## src/rtl/vector_buffer.sv

```systemverilog
// Serial-to-parallel collector: MSB-first bit assembly into WIDTH-bit words, queued in a DEPTH-entry FIFO.
// Define VECTOR_BUFFER_OVF_EN to add the sticky overflow output for dropped words.
module vector_buffer #(
  parameter int WIDTH = 8,
  parameter int DEPTH = 4
) (
  input  logic             clk,
  input  logic             reset,
  input  logic             input_bit,
  input  logic             bit_valid,
  input  logic             req,
  output logic [WIDTH-1:0] vector,
  output logic             valid
`ifdef VECTOR_BUFFER_OVF_EN
  ,
  output logic             overflow
`endif
);

  localparam int AW = $clog2(DEPTH);
  localparam int CW = AW + 1;
  localparam int BW = (WIDTH > 1) ? $clog2(WIDTH) : 1;
  localparam logic [BW-1:0] LAST_BIT = BW'(WIDTH - 1);
  localparam logic [CW-1:0] FULL_CNT = CW'(DEPTH);

  logic [WIDTH-1:0] shift_q, shift_d;
  logic [BW-1:0]    cnt_q, cnt_d;
  logic [WIDTH-1:0] mem_q [DEPTH];
  logic [AW-1:0]    wptr_q, rptr_q;
  logic [CW-1:0]    count_q, count_d;
  logic [WIDTH-1:0] vec_q;
  logic             vld_q;
  logic             word_done, push, pop;

  assign word_done = bit_valid && (cnt_q == LAST_BIT);
  assign pop       = req && (count_q != '0);
  // A pop on the same edge frees the slot, so a full FIFO still accepts the word.
  assign push      = word_done && ((count_q != FULL_CNT) || pop);

  always_comb begin
    shift_d = shift_q;
    cnt_d   = cnt_q;
    if (bit_valid) begin
      shift_d = {shift_q[WIDTH-2:0], input_bit};
      cnt_d   = word_done ? '0 : cnt_q + 1'b1;
    end
    count_d = count_q + {{AW{1'b0}}, push} - {{AW{1'b0}}, pop};
  end

  always_ff @(posedge clk or posedge reset) begin
    if (reset) begin
      shift_q <= '0;
      cnt_q   <= '0;
      wptr_q  <= '0;
      rptr_q  <= '0;
      count_q <= '0;
      vec_q   <= '0;
      vld_q   <= 1'b0;
      for (int i = 0; i < DEPTH; i++) mem_q[i] <= '0;
    end else begin
      shift_q <= shift_d;
      cnt_q   <= cnt_d;
      count_q <= count_d;
      vld_q   <= pop;
      if (push) begin
        mem_q[wptr_q] <= shift_d;
        wptr_q        <= wptr_q + 1'b1;
      end
      if (pop) begin
        vec_q  <= mem_q[rptr_q];
        rptr_q <= rptr_q + 1'b1;
      end
    end
  end

  assign vector = vec_q;
  assign valid  = vld_q;

`ifdef VECTOR_BUFFER_OVF_EN
  logic ovf_q;

  always_ff @(posedge clk or posedge reset) begin
    if (reset) ovf_q <= 1'b0;
    else       ovf_q <= ovf_q | (word_done && !push);
  end

  assign overflow = ovf_q;
`endif

endmodule

```

## config.mk

```make
export PLATFORM = sky130hd
export DESIGN_NAME = vector_buffer
export DESIGN_NICKNAME = d
export VERILOG_FILES = /design/src/rtl/vector_buffer.sv
export SDC_FILE = /design/constraint.sdc
export NUM_CORES = 1
export LEC_CHECK = 0
export ABC_AREA = 1
export ABC_CLOCK_PERIOD_IN_PS = 3100
export BUFFER_PORTS_ARGS = -buffer_cell sky130_fd_sc_hd__buf_2
export CAP_MARGIN = 20
export CELL_PAD_IN_SITES_DETAIL_PLACEMENT = 1
export CELL_PAD_IN_SITES_GLOBAL_PLACEMENT = 1
export CORE_ASPECT_RATIO = 0.5
export CORE_UTILIZATION = 48
export CTS_BUF_LIST = sky130_fd_sc_hd__clkbuf_8
export DETAILED_ROUTE_END_ITERATION = 7
export PLACE_DENSITY_LB_ADDON = 0.1
export REMOVE_ABC_BUFFERS = 1
export SYNTH_ARGS = -nofsm -noshare
export SYNTH_HDL_FRONTEND = slang
export SYNTH_SLANG_ARGS = --single-unit
export TNS_END_PERCENT = 1
```

## constraint.sdc

```tcl
create_clock -name clk -period 3.1 [get_ports clk]
set_input_delay 0.465 -clock clk [delete_from_list [all_inputs] [get_ports clk]]
set_output_delay 0.465 -clock clk [all_outputs]
set_load 0.03 [all_outputs]
```

=== Word level (Yosys, flattened, before mapping) ===
Index checks and enable logic that the tools add are counted.

* Register bits: 59
* Latch bits: 0
* Bits in writable memories: 0
* Bits in read-only memories: 0
* Bits of input ports: 5
* Logic and storage cells: 37
* Memories kept: 0

* Add/subtract/negate cells: 5
* Multiply operators: 0
* Divide/modulo/power cells: 0
* $lt $le $gt $ge: 3
* Eq/ne operators: 2
* Shift operators: 0
* Mux-type cells: 8
* Bitwise operators: 2
* Reduce and logical (&&, ||, !) cells: 6

{| class="wikitable"
|+ Operator list
! kind !! count
|-
| $bwmux 32 || 1
|-
| $mux 8 || 4
|-
| $bmux 8 s2 || 1
|-
| $demux 8 s2 || 1
|-
| $ge 3x3->1 const B || 2
|-
| $not 2->3 || 2
|-
| $add 2x1->2 const B || 2
|-
| $logic_and 1x1->1 || 4
|-
| $add 3x1->3 || 1
|-
| $add 3x1->3 const B || 1
|-
| $eq 3x3->1 const B || 1
|-
| $lt 3x1->1 const B || 1
|-
| $mux 3 || 1
|-
| $ne 3x3->1 const B || 1
|-
| $reduce_bool 3->1 || 1
|-
| $sub 3x1->3 || 1
|-
| $logic_or 1x1->1 || 1
|}

=== Depth between registers and ports, before layout ===
Gate-level depths: netlist (run 1).

* Depth in word-level cells: 6
* Mapped depth: 12
* Depth with buffers taken out: 11

=== Worst setup path after synthesis (run 1) ===
No wires, ideal clock.

* Path kind: register to register
* From: reg cnt_q[0]
* To: reg count_q[2]
* Setup time: 129 ps
* Arrival time: 2122 ps
* Data required time: 2971 ps
* Slack: 850 ps
* Stages on the path, launching flop included: 13
* Path buffers: 1
* Clock period less this slack: 2250 ps
* Cell sequence: dfrtp_1 -> ha_1 -> ha_1 -> nand2_1 -> clkinv_1 -> buf_6 -> nand2_1 -> ha_1 -> inv_1 -> ha_1 -> fa_1 -> xnor2_1 -> xor2_1

* Cells in the longest elaborated chain, start to end: 5

{| class="wikitable"
|+ Ends and longest elaborated chain
! what !! line !! text
|-
| from (decl) || 27 || <nowiki>logic [BW-1:0] cnt_q, cnt_d;</nowiki>
|-
| from (signal assigned) || 62 || <nowiki>cnt_q <= cnt_d;</nowiki>
|-
| $eq 3x3->1 || 35 || <nowiki>assign word_done = bit_valid && (cnt_q == LAST_BIT);</nowiki>
|-
| $logic_and 1x1->1 || 35 ||
|-
| $logic_and 1x1->1 || 38 || <nowiki>assign push = word_done && ((count_q != FULL_CNT) || pop);</nowiki>
|-
| $add 3x1->3 || 47 || <nowiki>count_d = count_q + {{AW{1'b0}}, push} - {{AW{1'b0}}, pop};</nowiki>
|-
| $sub 3x1->3 || 47 ||
|-
| net count_d[2] || 30 || <nowiki>logic [CW-1:0] count_q, count_d;</nowiki>
|-
| to (signal assigned) || 63 || <nowiki>count_q <= count_d;</nowiki>
|-
| to (decl) || 30 ||
|}

The timed path passes the listed nets, and every way through them passes these cells.
A chain may end at the register's enable or synchronous reset.

=== Final worst setup path (run 1) ===
* From: reg count_q[1]
* To: reg count_q[2]

* Cells in the longest elaborated chain, start to end: 6
* Elaborated cells on any way between the ends: 7

{| class="wikitable"
|+ Ends and longest elaborated chain
! what !! line !! text
|-
| $reduce_bool 3->1 * || 36 || <nowiki>assign pop = req && (count_q != '0);</nowiki>
|-
| $logic_and 1x1->1 * || 36 ||
|-
| net pop || 33 || <nowiki>logic word_done, push, pop;</nowiki>
|-
| $logic_or 1x1->1 || 38 ||
|-
| $logic_and 1x1->1 || 38 ||
|-
| $add 3x1->3 || 47 ||
|-
| $sub 3x1->3 * || 47 ||
|-
| net count_d[2] || 30 ||
|}

The timed path passes the listed nets; every way through them passes the cells marked *.

==> run_summary.xml, run 1 <==
<?xml version="1.0" encoding="UTF-8"?>
<metrics>
  <group name="min_path">
    <metric name="worstHoldPathType" unit="">input pin to async pin</metric>
  </group>
  <group name="critical_path">
    <metric name="r2r-start" unit="">count_q[1]</metric>
    <metric name="critical_path.endpoint_type" unit="">flop</metric>
    <metric name="regToRegSetupSlack" unit="ns">0.64</metric>
    <metric name="critPathLaunchType" unit="">flop</metric>
    <metric name="reg2reg_to" unit="">count_q[2]</metric>
    <metric name="critical-path-slowest-cell" unit="">sky130_fd_sc_hd__ha_1</metric>
    <metric name="timing.critical_path.arrival" unit="ns">2.73</metric>
    <metric name="timing.critical_path.fanout_max" unit="">10</metric>
    <metric name="peak_per_stage_delay_on_the_critical_path" unit="ns">0.42</metric>
    <metric name="worst-endpoint-required" unit="ns">3.37</metric>
    <metric name="worstPathCellList" unit="">nor2_1, nand2_1, nand2_1, clkinv_1, ha_1, inv_1, ha_1, fa_1, xnor2_1, xor2_1</metric>
    <metric name="rr_worst_depth" unit="">10</metric>
    <metric name="crit_path_category" unit="">flop to flop</metric>
  </group>
  <group name="placement">
    <metric name="dpl.cell_count" unit="">434</metric>
    <metric name="place_worst_setup_slack" unit="ns">0.647</metric>
    <metric name="gp_routability_congestion" unit="">0.777</metric>
    <metric name="io_buffers" unit="">13</metric>
    <metric name="place.detailed.hpwl" unit="um">4900</metric>
  </group>
  <group name="layout">
    <metric name="stdcell_count" unit="">450</metric>
    <metric name="drive_gt1_share" unit="%">9.55</metric>
    <metric name="ff_latch_area" unit="um2">1480</metric>
    <metric name="layout.nets" unit="">386</metric>
    <metric name="areaGrowthSynthToFinish" unit="%">7.40</metric>
    <metric name="multi_input_area" unit="um2">1140</metric>
    <metric name="layout.filler_cells" unit="">722</metric>
    <metric name="antenna-diode-count" unit="">0</metric>
  </group>
  <group name="timing">
    <metric name="slew_headroom" unit="%">48.8</metric>
    <metric name="finalSetupTns" unit="ns">0</metric>
    <metric name="fmax" unit="GHz">0.407</metric>
    <metric name="grt_setup_unrepaired" unit="">false</metric>
    <metric name="final_critical_path_setup_slack" unit="ns">0.643</metric>
    <metric name="finClkSkew" unit="ns">0.00635</metric>
    <metric name="tightest_pin_transition" unit="ns">0.768</metric>
    <metric name="hold_viol" unit="">0</metric>
    <metric name="post-route-period-util" unit="%">79.3</metric>
    <metric name="setup_viol" unit="">0</metric>
    <metric name="drv_slew" unit="">0</metric>
    <metric name="period_minus_slack" unit="ns">2.46</metric>
  </group>
  <group name="floorplan">
    <metric name="die_width" unit="um">113</metric>
    <metric name="fp.dieArea" unit="um2">6470</metric>
    <metric name="floorplan.io_pins" unit="">14</metric>
    <metric name="die_height" unit="um">57.4</metric>
    <metric name="std_cell_rows" unit="">19</metric>
    <metric name="start_util" unit="%">51.8</metric>
    <metric name="core" unit="um2">5680</metric>
  </group>
  <group name="clocking">
    <metric name="cts_num_sinks" unit="">59</metric>
    <metric name="quantity_of_hold_fixing_buffers_added_after_cts" unit="">0</metric>
    <metric name="clkLatencyLatePin" unit="ns">0.35</metric>
    <metric name="tritoncts" unit="">done</metric>
    <metric name="cts.htree.levels" unit="">3</metric>
    <metric name="cts.repair.resized" unit="">0</metric>
    <metric name="cts_setup_buffers" unit="">0</metric>
    <metric name="numCtsBuffers" unit="">9</metric>
    <metric name="cts.path.max_buffers" unit="">2</metric>
    <metric name="ctsRootBufferMaster" unit="">sky130_fd_sc_hd__clkbuf_8</metric>
    <metric name="path_clk_slew" unit="ns">0.06</metric>
  </group>
  <group name="routing">
    <metric name="drt_wl_total" unit="um">7240</metric>
    <metric name="initial_drt_markers" unit="">126</metric>
    <metric name="number_of_routed_nets_with_antenna_violations" unit="">0</metric>
    <metric name="drt_first_pass_iters" unit="">4</metric>
    <metric name="route.vias.total" unit="">2351</metric>
    <metric name="via_cell_ratio" unit="">5.22</metric>
    <metric name="remaining_drc_errors" unit="">0</metric>
    <metric name="routed_wire_per_std_cell" unit="um">16.1</metric>
  </group>
  <group name="pwr">
    <metric name="power_per_unit_of_standard_cell_area" unit="nW/um2">909</metric>
    <metric name="power.static_leakage" unit="nW">1.76</metric>
    <metric name="worst_ir_drop_vdd" unit="V">0.000510</metric>
    <metric name="design_power_total" unit="mW">2.87</metric>
  </group>
  <group name="synthesis">
    <metric name="ys_seq_area_share" unit="%">50.2</metric>
    <metric name="yosys_register_bits" unit="">59</metric>
    <metric name="yosys.cell_types.count" unit="">20</metric>
    <metric name="syn_inst" unit="">362</metric>
    <metric name="yosysTopAreaCellShare" unit="%">50.2</metric>
    <metric name="post_synth.cell_area_avg" unit="um2">8.13</metric>
    <metric name="yosys_warnings" unit="">0</metric>
    <metric name="synth_top_area_cell" unit="">sky130_fd_sc_hd__dfrtp_1</metric>
    <metric name="synth.area.top_cells" unit="">sky130_fd_sc_hd__dfrtp_1, sky130_fd_sc_hd__nand2_1, sky130_fd_sc_hd__nand4_1</metric>
    <metric name="netlist_area" unit="um2">2940</metric>
  </group>
  <group name="run">
    <metric name="maxCapViolations" unit="">0</metric>
  </group>
  <group name="global_routing">
    <metric name="global_route.usage.total" unit="%">26.1</metric>
    <metric name="grt_max_degree" unit="">60</metric>
    <metric name="overflow" unit="">0</metric>
    <metric name="number_of_antenna_violations_at_the_first_check_in_global_routing" unit="">0</metric>
    <metric name="grt_pass1_wl" unit="um">12400</metric>
    <metric name="vias_in_the_first_global_route" unit="">2514</metric>
  </group>
  <group name="status">
    <metric name="status" unit="">completed</metric>
  </group>
</metrics>
==> cells by family (layout without fill, tap and decap cells) <==
group | after synthesis | count (layout) | synth area share, %
AO/OA/AOI/OAI | 3 | 3 | 0.510
adder cells (fa/ha/maj) | 9 | 9 | 4.08
XOR/XNOR | 4 | 4 | 1.19
flip-flops | 59 | 59 | 50.2
AND/OR/NAND/NOR | 224 | 224 | 32.9
buffers and inverters | 63 | 78 | 11.2
==> worst max-delay path by stage <==
stage	from	to	slack [ns]	cells past startpoint
finish	count_q[1]	count_q[2]	0.64	10
global route	count_q[1]	count_q[2]	0.48	10
CTS	count_q[1]	count_q[2]	0.61	10
detailed placement	count_q[1]	count_q[2]	0.65	10
global placement	req	count_q[2]	0.80	9
floorplan	cnt_q[0]	count_q[2]	0.26	11
==> power by group <==
part           internal [mW]  leakage (nW)  switching (mW)
registers              0.994         0.779           0.187
clock network          0.370         0.108           0.296
logic                  0.327         0.874           0.698
total                   1.69          1.76            1.18
==> stage by stage <==
step | util [%] | cell area, um2 | hold WS, ns
6_report | 55.6 | 3160 | 0.328
2_1_floorplan | - | 2780 | 0.442
3_3_place_gp | 52.3 | 2970 | 0.454
3_5_place_dp | 52.3 | 2970 | 0.458
4_1_cts | 55.6 | 3160 | 0.357
5_1_grt | 55.6 | 3160 | 0.404
==> per-layer routing <==
metal	share of wire (%)	up-vias	routed length (um)	global-route usage, %
li1	-	1151	-	-
met1	47	1147	3420	33.6
met2	47	36	3370	42.3
met3	4.0	17	289	7.01
met4	2.2	0	157	11.6
met5	0	-	0	0
==> sequential cells by signal (all words and copies together), names as in the netlist <==
register and flops:
mem_q 32, shift_q 8, vector 8, cnt_q 3, count_q 3, rptr_q 2, wptr_q 2, valid 1
==> cells in the final DEF, fill, tap and decap left out <==
master,instances
sky130_fd_sc_hd__a21oi_1,2
sky130_fd_sc_hd__dfrtp_1,59
sky130_fd_sc_hd__xnor2_1,2
sky130_fd_sc_hd__clkinv_2,1
sky130_fd_sc_hd__nand3_1,21
sky130_fd_sc_hd__clkinv_1,2
sky130_fd_sc_hd__inv_1,42
sky130_fd_sc_hd__o21ai_0,1
sky130_fd_sc_hd__buf_4,4
sky130_fd_sc_hd__nand4_1,32
sky130_fd_sc_hd__clkbuf_8,13
sky130_fd_sc_hd__buf_2,13
sky130_fd_sc_hd__xor2_1,2
sky130_fd_sc_hd__ha_1,8
sky130_fd_sc_hd__nor2_1,2
sky130_fd_sc_hd__nand3_4,1
sky130_fd_sc_hd__nand2_1,167
sky130_fd_sc_hd__nand3_2,1
sky130_fd_sc_hd__fa_1,1
sky130_fd_sc_hd__inv_2,3
==> worst max-delay path: cells and delay by family, from the launching register on <==
family	cells	cell delay, ns
fa+ha+maj	3	1.01
xor+xnor	2	0.33
buf+inv	2	0.36
simple gates	3	0.28
flops	1	0.40
==> Yosys cell counts (all sizes together) <==
master,n
buf,14
clkinv,2
inv,43
clkbuf,4
nor2,2
dfrtp,59
xnor2,2
xor2,2
o21ai,1
fa,1
ha,8
nand2,167
nand4,32
a21oi,2
nand3,23
==> area by class of cell <==
class / instances / share of cell area, %
Sequential cell: 59 / 46.7
Multi-Input combinational cell: 240 / 36.0
Clock buffer: 13 / 5.66
Inverter: 45 / 5.34
Timing Repair Buffer: 17 / 3.01
Tap cell: 73 / 2.89
Clock inverter: 3 / 0.396
(Power assumes the default switching activity.)
==> run 2, diff against run 1 <==
--- a/config.mk
+++ b/config.mk
@@ -6,13 +6,13 @@
 export NUM_CORES = 1
 export LEC_CHECK = 0
 export ABC_AREA = 1
-export ABC_CLOCK_PERIOD_IN_PS = 3100
+export ABC_CLOCK_PERIOD_IN_PS = 2100
 export BUFFER_PORTS_ARGS = -buffer_cell sky130_fd_sc_hd__buf_2
 export CAP_MARGIN = 20
 export CELL_PAD_IN_SITES_DETAIL_PLACEMENT = 1
 export CELL_PAD_IN_SITES_GLOBAL_PLACEMENT = 1
 export CORE_ASPECT_RATIO = 0.5
-export CORE_UTILIZATION = 48
+export CORE_UTILIZATION = 43
 export CTS_BUF_LIST = sky130_fd_sc_hd__clkbuf_8
 export DETAILED_ROUTE_END_ITERATION = 7
 export PLACE_DENSITY_LB_ADDON = 0.1
==> constraint.sdc (replaced) <==
create_clock -name clk -period 2.1 [get_ports clk]
set_input_delay 0.315 -clock clk [delete_from_list [all_inputs] [get_ports clk]]
set_output_delay 0.315 -clock clk [all_outputs]
set_load 0.03 [all_outputs]
==> run_summary.xml, run 2 (synthesis gave the netlist of run 1 again) <==
<?xml version="1.0" encoding="UTF-8"?>
<metrics>
  <group name="timing">
    <metric name="fmax" unit="GHz">0.472</metric>
    <metric name="final_critical_path_setup_slack" unit="ns">-0.0193</metric>
    <metric name="slew_headroom" unit="%">69.6</metric>
    <metric name="drv_slew" unit="">0</metric>
    <metric name="setup_viol" unit="">1</metric>
    <metric name="tightest_pin_transition" unit="ns">0.456</metric>
    <metric name="finClkSkew" unit="ns">0.00815</metric>
    <metric name="period_minus_slack" unit="ns">2.12</metric>
    <metric name="post-route-period-util" unit="%">101</metric>
    <metric name="grt_setup_unrepaired" unit="">true</metric>
    <metric name="hold_viol" unit="">0</metric>
  </group>
  <group name="pwr">
    <metric name="worst_ir_drop_vdd" unit="V">0.000719</metric>
    <metric name="clkPwrFrac" unit="%">25.0</metric>
    <metric name="power.static_leakage" unit="nW">1.89</metric>
    <metric name="power.internal" unit="mW">2.85</metric>
    <metric name="seq_power_share" unit="%">36.3</metric>
    <metric name="power_frac_comb" unit="%">38.6</metric>
    <metric name="power_per_unit_of_standard_cell_area" unit="nW/um2">1370</metric>
    <metric name="power.net_switching" unit="mW">1.88</metric>
    <metric name="netSwitchingFraction" unit="%">39.7</metric>
  </group>
  <group name="critical_path">
    <metric name="timing.critical_path.arrival" unit="ns">2.36</metric>
    <metric name="r2r-start" unit="">cnt_q[0]</metric>
    <metric name="reg2reg_to" unit="">count_q[2]</metric>
    <metric name="regToRegSetupSlack" unit="ns">-0.02</metric>
    <metric name="worst_setup_path_startpoint" unit="">cnt_q[0]</metric>
    <metric name="crit_path_category" unit="">flop to flop</metric>
    <metric name="critPathLaunchType" unit="">flop</metric>
    <metric name="timing.critical_path.fanout_max" unit="">2</metric>
    <metric name="critical_path.endpoint_type" unit="">flop</metric>
    <metric name="worst-endpoint-required" unit="ns">2.34</metric>
    <metric name="rr_worst_depth" unit="">11</metric>
  </group>
  <group name="layout">
    <metric name="finalCoreUtilization" unit="%">54.7</metric>
    <metric name="layout.filler_cells" unit="">789</metric>
    <metric name="finish.instance_area" unit="um2">3460</metric>
    <metric name="areaGrowthSynthToFinish" unit="%">17.7</metric>
    <metric name="ff_latch_area" unit="um2">1480</metric>
    <metric name="layout.nets" unit="">407</metric>
    <metric name="regMostFlops" unit="">mem_q</metric>
    <metric name="antenna-diode-count" unit="">0</metric>
    <metric name="layout.cells.most_common_list" unit="">sky130_fd_sc_hd__nand2_1, sky130_fd_sc_hd__dfrtp_1, sky130_fd_sc_hd__inv_1</metric>
    <metric name="largest_register_ffs" unit="">32</metric>
    <metric name="multi_input_area" unit="um2">1220</metric>
    <metric name="drive_gt1_share" unit="%">18.3</metric>
    <metric name="final_common_cell" unit="">sky130_fd_sc_hd__nand2_1</metric>
  </group>
  <group name="placement">
    <metric name="io_buffers" unit="">13</metric>
    <metric name="gp_routability_congestion" unit="">0.740</metric>
    <metric name="placed_area" unit="um2">3040</metric>
    <metric name="place.detailed.hpwl" unit="um">5090</metric>
  </group>
  <group name="clocking">
    <metric name="cts_num_sinks" unit="">59</metric>
    <metric name="path_clk_slew" unit="ns">0.07</metric>
    <metric name="cts.htree.levels" unit="">3</metric>
    <metric name="tritoncts" unit="">done</metric>
    <metric name="clkLatencyLatePin" unit="ns">0.36</metric>
    <metric name="ctsRootBufferMaster" unit="">sky130_fd_sc_hd__clkbuf_8</metric>
    <metric name="numCtsBuffers" unit="">9</metric>
    <metric name="cts.path.max_buffers" unit="">2</metric>
  </group>
  <group name="routing">
    <metric name="number_of_routed_nets_with_antenna_violations" unit="">0</metric>
    <metric name="via_cell_ratio" unit="">5.01</metric>
    <metric name="route.vias.total" unit="">2437</metric>
    <metric name="drt_first_pass_iters" unit="">4</metric>
    <metric name="routed_wire_per_std_cell" unit="um">16.5</metric>
    <metric name="drt_wl_total" unit="um">8000</metric>
    <metric name="remaining_drc_errors" unit="">0</metric>
    <metric name="initial_drt_markers" unit="">81</metric>
  </group>
  <group name="floorplan">
    <metric name="floorplan.io_pins" unit="">14</metric>
    <metric name="die_width" unit="um">119</metric>
    <metric name="std_cell_rows" unit="">20</metric>
    <metric name="start_util" unit="%">46.5</metric>
    <metric name="core" unit="um2">6330</metric>
    <metric name="fp.dieArea" unit="um2">7200</metric>
    <metric name="die_height" unit="um">60.5</metric>
  </group>
  <group name="global_routing">
    <metric name="grt_pass1_wl" unit="um">12700</metric>
    <metric name="global_route.usage.total" unit="%">24.6</metric>
    <metric name="overflow" unit="">0</metric>
    <metric name="grt_max_degree" unit="">39</metric>
    <metric name="number_of_antenna_violations_at_the_first_check_in_global_routing" unit="">0</metric>
    <metric name="vias_in_the_first_global_route" unit="">2500</metric>
  </group>
  <group name="min_path">
    <metric name="min_to" unit="">shift_q[0]</metric>
    <metric name="worstHoldStart" unit="">input_bit</metric>
    <metric name="worstHoldPathType" unit="">input pin to flop</metric>
    <metric name="holdPathStages" unit="">3</metric>
  </group>
  <group name="run">
    <metric name="maxCapViolations" unit="">0</metric>
  </group>
  <group name="status">
    <metric name="status" unit="">finished with violations</metric>
    <metric name="violated_checks" unit="">negative setup slack</metric>
  </group>
</metrics>
run 2: final cells by class:
class	count	area share, %
Sequential cell	59	42.7
Multi-Input combinational cell	240	35.2
Timing Repair Buffer	38	7.37
Inverter	45	5.09
Clock buffer	11	4.37
Tap cell	88	3.18
Clock inverter	5	2.17
run 2: worst max-delay path by stage:
stage	endpoint	slack (ns)	cells past startpoint
final	count_q[2]	-0.02	11
after global routing	count_q[2]	-0.07	11
after CTS	count_q[2]	0.01	11
after detailed placement	count_q[2]	-0.10	11
after global placement	count_q[2]	0.02	11
after floorplan	count_q[2]	-0.74	11
run 2: power groups by stage:
stage / Clock [mW] / Sequential (mW) / Combinational, mW
final: 1.18 / 1.72 / 1.83
after global routing: 1.26 / 1.76 / 2.06
after CTS: 1.22 / 1.70 / 1.73
after detailed placement: 0 / 1.71 / 1.61
after global placement: 0 / 1.68 / 1.53
after floorplan: 0 / 1.80 / 0.962
run 2: metrics by stage:
step | hold WS [ns] | power [mW] | setup WS [ns] | std cells | TNS, ns
2_1_floorplan | 0.405 | 2.76 | -0.740 | 344 | -1.56
3_3_place_gp | 0.349 | 3.21 | 0.0233 | 456 | 0
3_5_place_dp | 0.359 | 3.32 | -0.102 | 456 | -0.102
4_1_cts | 0.363 | 4.65 | 0.0103 | 482 | 0
5_1_grt | 0.382 | 5.08 | -0.0675 | 486 | -0.118
6_report | 0.388 | 4.73 | -0.0193 | 486 | -0.0193
run 2: critical path, cell delays in order, from the launching register on:
cell	delay, ns
sky130_fd_sc_hd__dfrtp_1	0.36
sky130_fd_sc_hd__ha_2	0.20
sky130_fd_sc_hd__ha_4	0.14
sky130_fd_sc_hd__nand2_4	0.05
sky130_fd_sc_hd__inv_4	0.05
sky130_fd_sc_hd__nand2_4	0.05
sky130_fd_sc_hd__ha_4	0.28
sky130_fd_sc_hd__inv_4	0.03
sky130_fd_sc_hd__ha_4	0.15
sky130_fd_sc_hd__fa_2	0.36
sky130_fd_sc_hd__xnor2_2	0.16
sky130_fd_sc_hd__xor2_1	0.17
run 2: timing repair:
item | CTS | global route
endpoints found under the hold margin | 19 | 0
resized for setup | 12 | 11
pin swaps | 5 | 7
buffers inserted | 9 | 4
endpoints found under the setup margin | 1 | 3
hold buffers | 1 | 0
cloned | 0 | 0
run 2: per-layer routing:
metal	track usage, %	up-vias	share of wire [%]
met4	9.76	0	1.6
met3	7.80	14	4.3
met1	30.9	1190	48
met2	40.5	40	46
li1	-	1193	-
met5	0	-	0
==> run 3, diff against run 2 <==
--- a/config.mk
+++ b/config.mk
@@ -6,14 +6,15 @@
 export NUM_CORES = 1
 export LEC_CHECK = 0
 export ABC_AREA = 1
-export ABC_CLOCK_PERIOD_IN_PS = 2100
+export ABC_CLOCK_PERIOD_IN_PS = 2400
 export BUFFER_PORTS_ARGS = -buffer_cell sky130_fd_sc_hd__buf_2
 export CAP_MARGIN = 20
 export CELL_PAD_IN_SITES_DETAIL_PLACEMENT = 1
 export CELL_PAD_IN_SITES_GLOBAL_PLACEMENT = 1
 export CORE_ASPECT_RATIO = 0.5
-export CORE_UTILIZATION = 43
+export CORE_UTILIZATION = 48
 export CTS_BUF_LIST = sky130_fd_sc_hd__clkbuf_8
+export CTS_CLUSTER_SIZE = 24
 export DETAILED_ROUTE_END_ITERATION = 7
 export PLACE_DENSITY_LB_ADDON = 0.1
 export REMOVE_ABC_BUFFERS = 1
==> constraint.sdc (replaced) <==
create_clock -name clk -period 2.4 [get_ports clk]
set_input_delay 0.36 -clock clk [delete_from_list [all_inputs] [get_ports clk]]
set_output_delay 0.36 -clock clk [all_outputs]
set_load 0.03 [all_outputs]
==> run_summary.xml, run 3 (synthesis gave the netlist of run 1 again) <==
<?xml version="1.0" encoding="UTF-8"?>
<metrics>
  <group name="critical_path">
    <metric name="regToRegSetupSlack" unit="ns">0.13</metric>
    <metric name="reg2reg_to" unit="">count_q[2]</metric>
    <metric name="timing.critical_path.fanout_max" unit="">3</metric>
    <metric name="worst_setup_path_startpoint" unit="">cnt_q[0]</metric>
    <metric name="worst-endpoint-required" unit="ns">2.63</metric>
    <metric name="timing.critical_path.arrival" unit="ns">2.50</metric>
    <metric name="r2r-start" unit="">cnt_q[0]</metric>
    <metric name="rr_worst_depth" unit="">11</metric>
    <metric name="critPathLaunchType" unit="">flop</metric>
    <metric name="crit_path_category" unit="">flop to flop</metric>
    <metric name="critical_path.endpoint_type" unit="">flop</metric>
    <metric name="endpoint" unit="">count_q[2]</metric>
  </group>
  <group name="layout">
    <metric name="antenna-diode-count" unit="">0</metric>
    <metric name="finish.instance_area" unit="um2">3230</metric>
    <metric name="largest_register_ffs" unit="">32</metric>
    <metric name="layout.filler_cells" unit="">708</metric>
    <metric name="final_common_cell" unit="">sky130_fd_sc_hd__nand2_1</metric>
    <metric name="layout.nets" unit="">389</metric>
    <metric name="regMostFlops" unit="">mem_q</metric>
    <metric name="layout.cells.most_common_list" unit="">sky130_fd_sc_hd__nand2_1, sky130_fd_sc_hd__dfrtp_1, sky130_fd_sc_hd__inv_1</metric>
    <metric name="drive_gt1_share" unit="%">10.8</metric>
    <metric name="areaGrowthSynthToFinish" unit="%">9.65</metric>
  </group>
  <group name="global_routing">
    <metric name="grt_max_degree" unit="">39</metric>
    <metric name="grt_pass1_wl" unit="um">12500</metric>
    <metric name="number_of_antenna_violations_at_the_first_check_in_global_routing" unit="">0</metric>
    <metric name="vias_in_the_first_global_route" unit="">2483</metric>
    <metric name="overflow" unit="">0</metric>
    <metric name="global_route.usage.total" unit="%">26.3</metric>
  </group>
  <group name="timing">
    <metric name="fmax" unit="GHz">0.441</metric>
    <metric name="setup_viol" unit="">0</metric>
    <metric name="period_minus_slack" unit="ns">2.27</metric>
    <metric name="slew_headroom" unit="%">58.9</metric>
    <metric name="drv_slew" unit="">0</metric>
    <metric name="finClkSkew" unit="ns">0.00672</metric>
    <metric name="final_critical_path_setup_slack" unit="ns">0.131</metric>
    <metric name="hold_viol" unit="">0</metric>
    <metric name="post-route-period-util" unit="%">94.6</metric>
    <metric name="tightest_pin_transition" unit="ns">0.616</metric>
  </group>
  <group name="placement">
    <metric name="placed_area" unit="um2">3000</metric>
    <metric name="place_worst_setup_slack" unit="ns">0.174</metric>
    <metric name="place.detailed.hpwl" unit="um">4960</metric>
    <metric name="gp_routability_congestion" unit="">0.740</metric>
    <metric name="io_buffers" unit="">13</metric>
  </group>
  <group name="clocking">
    <metric name="clkLatencyLatePin" unit="ns">0.35</metric>
    <metric name="path_clk_slew" unit="ns">0.06</metric>
    <metric name="numCtsBuffers" unit="">9</metric>
    <metric name="tritoncts" unit="">done</metric>
    <metric name="cts.htree.levels" unit="">3</metric>
    <metric name="cts.path.max_buffers" unit="">2</metric>
    <metric name="quantity_of_hold_fixing_buffers_added_after_cts" unit="">0</metric>
    <metric name="ctsRootBufferMaster" unit="">sky130_fd_sc_hd__clkbuf_8</metric>
    <metric name="cts.repair.resized" unit="">0</metric>
    <metric name="cts_num_sinks" unit="">59</metric>
    <metric name="cts_setup_buffers" unit="">0</metric>
  </group>
  <group name="floorplan">
    <metric name="start_util" unit="%">51.8</metric>
    <metric name="floorplan.io_pins" unit="">14</metric>
    <metric name="core" unit="um2">5680</metric>
    <metric name="std_cell_rows" unit="">19</metric>
    <metric name="die_width" unit="um">113</metric>
    <metric name="die_height" unit="um">57.4</metric>
    <metric name="fp.dieArea" unit="um2">6470</metric>
  </group>
  <group name="min_path">
    <metric name="worstHoldPathType" unit="">input pin to async pin</metric>
  </group>
  <group name="routing">
    <metric name="route.vias.total" unit="">2375</metric>
    <metric name="drt_wl_total" unit="um">7360</metric>
    <metric name="number_of_routed_nets_with_antenna_violations" unit="">0</metric>
    <metric name="initial_drt_markers" unit="">179</metric>
    <metric name="remaining_drc_errors" unit="">0</metric>
    <metric name="drt_first_pass_iters" unit="">4</metric>
    <metric name="via_cell_ratio" unit="">5.25</metric>
    <metric name="routed_wire_per_std_cell" unit="um">16.3</metric>
  </group>
  <group name="pwr">
    <metric name="worst_ir_drop_vdd" unit="V">0.000627</metric>
    <metric name="power.static_leakage" unit="nW">1.79</metric>
    <metric name="power_per_unit_of_standard_cell_area" unit="nW/um2">1200</metric>
  </group>
  <group name="run">
    <metric name="maxCapViolations" unit="">0</metric>
  </group>
  <group name="status">
    <metric name="status" unit="">completed</metric>
  </group>
</metrics>
[run 3: metal layers]
metal / part of all wire, % / GRT usage [%] / up-vias
met5: 0 / 0 / -
met4: 1.6 / 9.14 / 0
met3: 4.3 / 8.29 / 12
met2: 46 / 41.5 / 43
met1: 48 / 34.6 / 1169
li1: - / - / 1151
[run 3: worst min path at each step]
stage / start / endpoint / slack (ns) / depth (start not counted)
after floorplan: mem_q[0] / mem_q[0] / 0.44 / 2
after global placement: mem_q[9] / mem_q[9] / 0.45 / 2
after detailed placement: mem_q[4] / mem_q[4] / 0.46 / 2
after CTS: reset / vector[6] / 0.1 / 2
after global routing: reset / vector[6] / 0.11 / 2
final: reset / vector[6] / 0.08 / 2
[run 3: final cells by class]
type	count	area [um2]	area share (%)
clock buffers	13	179	5.54
clock inverters	2	33.8	1.05
inverters	45	169	5.23
multi-input cells	240	1150	35.6
flip-flops and latches	59	1480	45.8
well taps	73	91.3	2.83
repair buffers	20	130	4.03
[run 3: worst max-delay path: stages, from the launching register on]
cell and delay (ns):
sky130_fd_sc_hd__dfrtp_1 0.40, sky130_fd_sc_hd__ha_1 0.21, sky130_fd_sc_hd__ha_1 0.20, sky130_fd_sc_hd__nand2_1 0.08
sky130_fd_sc_hd__clkinv_1 0.08, sky130_fd_sc_hd__nand2_2 0.10, sky130_fd_sc_hd__ha_1 0.13, sky130_fd_sc_hd__inv_1 0.04
sky130_fd_sc_hd__ha_1 0.19, sky130_fd_sc_hd__fa_1 0.42, sky130_fd_sc_hd__xnor2_2 0.16, sky130_fd_sc_hd__xor2_1 0.14
[run 3: where the power goes]
part / switching (mW) / internal, mW / total, mW
clock network: 0.390 / 0.583 / 0.973
registers: 0.223 / 1.28 / 1.51
logic: 0.936 / 0.451 / 1.39
total: 1.55 / 2.32 / 3.87
[run 3: metrics by stage]
| stage | cells | utilization, % | hold slack (ns) | TNS, ns | total power [mW] |
|---|---|---|---|---|---|
| floorplan | 344 | - | 0.442 | -0.719 | 2.42 |
| global placement | 437 | 52.9 | 0.454 | 0 | 2.78 |
| detailed placement | 437 | 52.9 | 0.460 | 0 | 2.87 |
| CTS | 452 | 56.6 | 0.0957 | 0 | 3.88 |
| global route | 452 | 56.8 | 0.111 | -0.000712 | 4.15 |
| finish | 452 | 56.8 | 0.0818 | 0 | 3.87 |
